## config.mk

```make
export PLATFORM = sky130hd
export DESIGN_NAME = hazard_ctrl
export DESIGN_NICKNAME = d
export VERILOG_FILES = /design/src/rtl/hazard_ctrl_pkg.sv /design/src/rtl/hazard_ctrl_load_use_cmp.sv /design/src/rtl/hazard_ctrl.sv
export SDC_FILE = /design/constraint.sdc
export NUM_CORES = 1
export LEC_CHECK = 0
export CAP_MARGIN = 40
export CORE_MARGIN = 2
export CORE_UTILIZATION = 29
export DETAILED_ROUTE_END_ITERATION = 8
export GPL_ROUTABILITY_DRIVEN = 0
export PLACE_DENSITY = 0.86
export SKIP_CTS_REPAIR_TIMING = 1
export SLEW_MARGIN = 20
export SYNTH_ARGS = -nofsm -noshare
export SYNTH_HDL_FRONTEND = slang
export SYNTH_SLANG_ARGS = --single-unit
```

## constraint.sdc

```tcl
create_clock -name clk -period 3.08 [get_ports clk]
set_input_delay 0.616 -clock clk [delete_from_list [all_inputs] [get_ports clk]]
set_output_delay 0.616 -clock clk [all_outputs]
set_load 0.02 [all_outputs]
```

## src/rtl/hazard_ctrl_pkg.sv

```systemverilog
// Shared pipeline definitions for the hazard controller:
// FSM state encoding, the hard-wired zero register and control-bundle width.
package hazard_ctrl_pkg;

    typedef enum logic {
        RUN   = 1'b0,
        FLUSH = 1'b1
    } hz_state_e;

    localparam logic [4:0] ZERO_REG = 5'd0;

    // branch, memread, memtoreg, memwrite, regwrite, alusrc, aluop[1:0]
    localparam int CTRL_W = 8;

endpackage

```

## src/rtl/hazard_ctrl_load_use_cmp.sv

```systemverilog
// Load-use detector: a load in ID/EX writing a register read by
// the valid instruction in IF/ID.
module load_use_cmp
    import hazard_ctrl_pkg::*;
(
    input  logic       i_ifid_valid,
    input  logic [4:0] i_ifid_rs1,
    input  logic [4:0] i_ifid_rs2,
    input  logic       i_idex_memread,
    input  logic [4:0] i_idex_rd,
    output logic       o_lu
);

    logic w_rs_hit;

    assign w_rs_hit = (i_idex_rd == i_ifid_rs1) |
                      (i_idex_rd == i_ifid_rs2);

    assign o_lu = i_idex_memread & i_ifid_valid &
                  (i_idex_rd != ZERO_REG) & w_rs_hit;

endmodule

```

## src/rtl/hazard_ctrl.sv

```systemverilog
// Hazard control FSM: one-cycle load-use stalls and taken-branch flushes.
// Define HAZARD_PERF_EN to build the stall/flush event counters.
module hazard_ctrl
    import hazard_ctrl_pkg::*;
#(
    parameter int FLUSH_CYCLES = 2
) (
    input  logic        clk,
    input  logic        reset,
    input  logic        ifid_valid,
    input  logic [4:0]  ifid_rs1,
    input  logic [4:0]  ifid_rs2,
    input  logic        idex_memread,
    input  logic [4:0]  idex_rd,
    input  logic        branch_taken,
    output logic        pc_write,
    output logic        ifid_write,
    output logic        idex_bubble,
    output logic        ifid_flush,
    output logic        idex_flush,
    output logic        state,
    output logic [31:0] stall_cnt,
    output logic [31:0] flush_cnt
);

    localparam logic [1:0] FC_INIT = 2'(FLUSH_CYCLES - 1);

    hz_state_e  r_state;
    hz_state_e  w_state_nx;
    logic [1:0] r_fcnt;
    logic [1:0] w_fcnt_nx;
    logic       w_lu;
    logic       w_stall_ev;
    logic       w_flush_ev;

    load_use_cmp u_lu (
        .i_ifid_valid   (ifid_valid),
        .i_ifid_rs1     (ifid_rs1),
        .i_ifid_rs2     (ifid_rs2),
        .i_idex_memread (idex_memread),
        .i_idex_rd      (idex_rd),
        .o_lu           (w_lu)
    );

    always_ff @(posedge clk or negedge reset) begin
        if (!reset) begin
            r_state <= RUN;
            r_fcnt  <= 2'd0;
        end else begin
            r_state <= w_state_nx;
            r_fcnt  <= w_fcnt_nx;
        end
    end

    always_comb begin
        w_state_nx  = r_state;
        w_fcnt_nx   = r_fcnt;
        pc_write    = 1'b1;
        ifid_write  = 1'b1;
        idex_bubble = 1'b0;
        ifid_flush  = 1'b0;
        idex_flush  = 1'b0;
        w_stall_ev  = 1'b0;
        w_flush_ev  = 1'b0;
        if (!reset) begin
            w_state_nx = RUN;
            w_fcnt_nx  = 2'd0;
        end else if (r_state == RUN) begin
            // branch wins over a coincident load-use
            priority case (1'b1)
                branch_taken: begin
                    ifid_flush = 1'b1;
                    idex_flush = 1'b1;
                    w_flush_ev = 1'b1;
                    w_state_nx = (FLUSH_CYCLES > 1) ? FLUSH : RUN;
                    w_fcnt_nx  = FC_INIT;
                end
                w_lu: begin
                    pc_write    = 1'b0;
                    ifid_write  = 1'b0;
                    idex_bubble = 1'b1;
                    w_stall_ev  = 1'b1;
                end
                default: ;
            endcase
        end else begin
            ifid_flush = 1'b1;
            idex_flush = 1'b1;
            w_fcnt_nx  = (r_fcnt != 2'd0) ? r_fcnt - 2'd1 : 2'd0;
            w_state_nx = (r_fcnt <= 2'd1) ? RUN : FLUSH;
        end
    end

    assign state = r_state;

`ifdef HAZARD_PERF_EN
    logic [31:0] r_stall_cnt;
    logic [31:0] r_flush_cnt;

    always_ff @(posedge clk or negedge reset) begin
        if (!reset) begin
            r_stall_cnt <= 32'd0;
            r_flush_cnt <= 32'd0;
        end else begin
            if (w_stall_ev && r_stall_cnt != '1)
                r_stall_cnt <= r_stall_cnt + 32'd1;
            if (w_flush_ev && r_flush_cnt != '1)
                r_flush_cnt <= r_flush_cnt + 32'd1;
        end
    end

    assign stall_cnt = r_stall_cnt;
    assign flush_cnt = r_flush_cnt;
`else
    logic w_unused_ev;

    assign w_unused_ev = w_stall_ev | w_flush_ev;
    assign stall_cnt   = 32'd0;
    assign flush_cnt   = 32'd0;
`endif

endmodule

```

==> results by group <==
Worst setup path
  – Largest delay contributor family on the critical path: buffers and inverters
  – Most frequent CP cell: sky130_fd_sc_hd__clkdlybuf4s50_1
  – Worst stage delay on the critical path: around 0.65 ns
  – Kind of end point of the critical path: primary output
  – Buffers & Inverters on Critical Path: 2
  – CP startpoint: branch_taken
  – CP arrival: between 2 and 2.5 ns
  – Worst Path Max Fanout: 3
  – CP startpoint kind: input port
  – Slowest stage cell on the critical path: sky130_fd_sc_hd__clkdlybuf4s50_1
  – Data required time at the worst endpoint: between 2 and 2.5 ns
  – Startpoint-to-endpoint class of the critical path: input port to primary output
  – Critical path, cell by cell: clkdlybuf4s50_1 > nor2_1 > nor2b_1 > clkdlybuf4s50_1
  – Reg-to-reg critical path startpoint: state

Timing
  – Clock period minus final worst setup slack: between 2 and 3 ns
  – Fraction of the cycle the final worst path needs: 0.862
  – Unrepaired setup endpoints after global routing: false
  – Number of slew-limit violations in the final report: 0
  – Total negative setup slack: 0 ns
  – Final critical-path setup slack: 0.426 ns
  – Maximum operating frequency: about 0.38 GHz
  – Final setup vio count: 0
  – Final hold violations: 0
  – Largest clock skew in the final design: between 0.003 and 0.004 ns

GRT
  – Vias in the first global route: just over 400
  – Initial antenna violation count: 0
  – GRT Total Usage: 0.0710
  – Global-route congestion overflow total: 0
  – Global-route wire length before repair: roughly 1.7 mm
  – Largest net degree at the start of global routing: 7

Floorplan
  – Die width: 55.6 um
  – Count of boundary I/O pins: 90
  – Die Area: a little over 0.003 mm^2
  – Placement row count: 18
  – Core ar.: about 0.0025 mm^2
  – Starting density of the core: 0.309
  – Die Height: 55.6 um

Detailed routing
  – Ratio of routed vias to standard cells: ~3.3
  – Detailed-route DRC error count: 0
  – Drt first pass iters: 3
  – Initial drt markers: 16
  – Total wire length: about 1.3 mm
  – Vias after detailed routing: roughly 510
  – Count of antenna-violating nets left after detailed routing: 0
  – Per-cell routed wire length: between 8 and 9 um

CTS
  – Clock Root Buffer: sky130_fd_sc_hd__clkbuf_4
  – Worst-case clock buffer depth: 2
  – CTS H-tree lvls: 1
  – Clock latency on the worst-skew pair: between 0.2 and 0.25 ns
  – Number of buffers created by CTS: 3
  – Sink count of the clock tree: 3
  – CTS tree: done
  – Clock transition at the registers of the reported paths: around 0.040 ns

Min path
  – Class of the tightest hold or removal check: flip-flop to flip-flop
  – Startpoint of the most critical hold path: r_fcnt[1]

Layout
  – Fill count: 277
  – Area growth from synthesis to layout: 9.06%
  – Most common cell after layout, fill and taps aside: sky130_fd_sc_hd__conb_1
  – Commonest cells after routing, fill and taps aside: sky130_fd_sc_hd__conb_1, sky130_fd_sc_hd__clkdlybuf4s50_1, sky130_fd_sc_hd__xnor2_1
  – Share of cells above drive strength 1: 0.0476
  – Core Util, Final: 0.337
  – Count of antenna diodes in the layout: 0
  – Number of nets in the finished design: ~150

Outcome
  – Status: finished clean

Logic synthesis
  – Ranking of synthesized cells by area: sky130_fd_sc_hd__buf_4, sky130_fd_sc_hd__dfrtp_1, sky130_fd_sc_hd__xnor2_1, sky130_fd_sc_hd__xor2_1, sky130_fd_sc_hd__nor3_2
  – Post-synthesis area per instance: 7.81 um^2
  – Number of distinct library cells after synthesis: 18
  – Post-synth top area share: 0.641
  – Synth Register Bits: 3
  – Gate count after technology mapping: just under 100
  – Number of synthesis warnings: 0
  – Leading area contributor after synthesis: sky130_fd_sc_hd__buf_4
  – Synthesized area: roughly 770 um^2
  – Register area share after synthesis: 0.0971

Pwr
  – Total power density per cell area: slightly below 300 mW/mm^2
  – Max rail drop VDD: 0.000162 V
  – Leakage power: about 0.00044 uW

Placed design
  – Hpwl dp: 1.13 mm
  – Worst slack, placed: ~0.050 ns
  – Count of port buffers added during placement: 25

Flow run
  – Maxcap violations: 0
report_power, final:
group / total (uW) / switching (uW) / internal, uW
Clock: 68.1 / 19.6 / 48.5
Combinational: 131 / 92.9 / 38.2
Sequential: 44.2 / 2.41 / 41.8
Total: 243 / 115 / 129
path summary, 6_finish.rpt:
| check | slack, ns | cells past startpoint | endpoint |
|---|---|---|---|
| max | 0.43 | 4 | ifid_flush |
| min | 0.51 | 2 | r_fcnt[1] |
| max reg2reg | 2.08 | 3 | state |
| min reg2reg | 0.51 | 2 | r_fcnt[1] |
| max in group asynchronous | 2.25 | 2 | state |
| min in group asynchronous | 0.73 | 2 | r_fcnt[0] |
cell usage after synthesis (all sizes together):
master	n
nand2	1
conb	1
a21oi	2
o311a	1
nand4	1
o21ai	2
nand3	2
nor3	3
xnor2	6
nor2b	1
dfrtp	3
xor2	4
inv	1
a21boi	1
o21a	1
buf	66
nor2	3
tightest hold or removal path, delay by kind of cell, from the launching register on:
family	cells	cell delay, ns
flip-flops	1	0.37
AND/OR/NAND/NOR	2	0.11
through the flow:
| stage | instance area (um^2) | hold WS, ns | total power, uW | instances |
|---|---|---|---|---|
| floorplan | 1010 | 0.320 | 198 | 162 |
| global placement | 810 | 0.496 | 173 | 152 |
| detailed placement | 810 | 0.510 | 175 | 152 |
| CTS | 836 | 0.516 | 246 | 156 |
| global route | 843 | 0.535 | 262 | 156 |
| finish | 843 | 0.513 | 243 | 156 |
final cells by class:
cell class / instances / area [um^2] / share of cell area
Clock buffer: 4 / 26.3 / 0.0312
Inverter: 1 / 3.75 / 0.00445
Multi-Input combinational cell: 92 / 435 / 0.516
Sequential cell: 3 / 75.1 / 0.0890
Tap cell: 30 / 37.5 / 0.0445
Timing Repair Buffer: 26 / 265 / 0.315
flip-flops by register name, indices dropped and copies added (netlist names):
name    cells
r_fcnt      2
state       1
logic make-up after synthesis:
group                  Yosys count  synth area share
buffers and inverters           67             0.646
AND/OR/NAND/NOR                 11            0.0809
XOR/XNOR                        10             0.113
AO/OA/AOI/OAI                    7            0.0583
flip-flops                       3            0.0971
other                            1           0.00485
layer usage:
layer	GRT usage	share of wire
met5	0	0
met4	0.0244	0
met3	0.0419	0.18
met2	0.134	0.55
met1	0.0607	0.27
No activity file was read; power rests on OpenSTA's default activity.
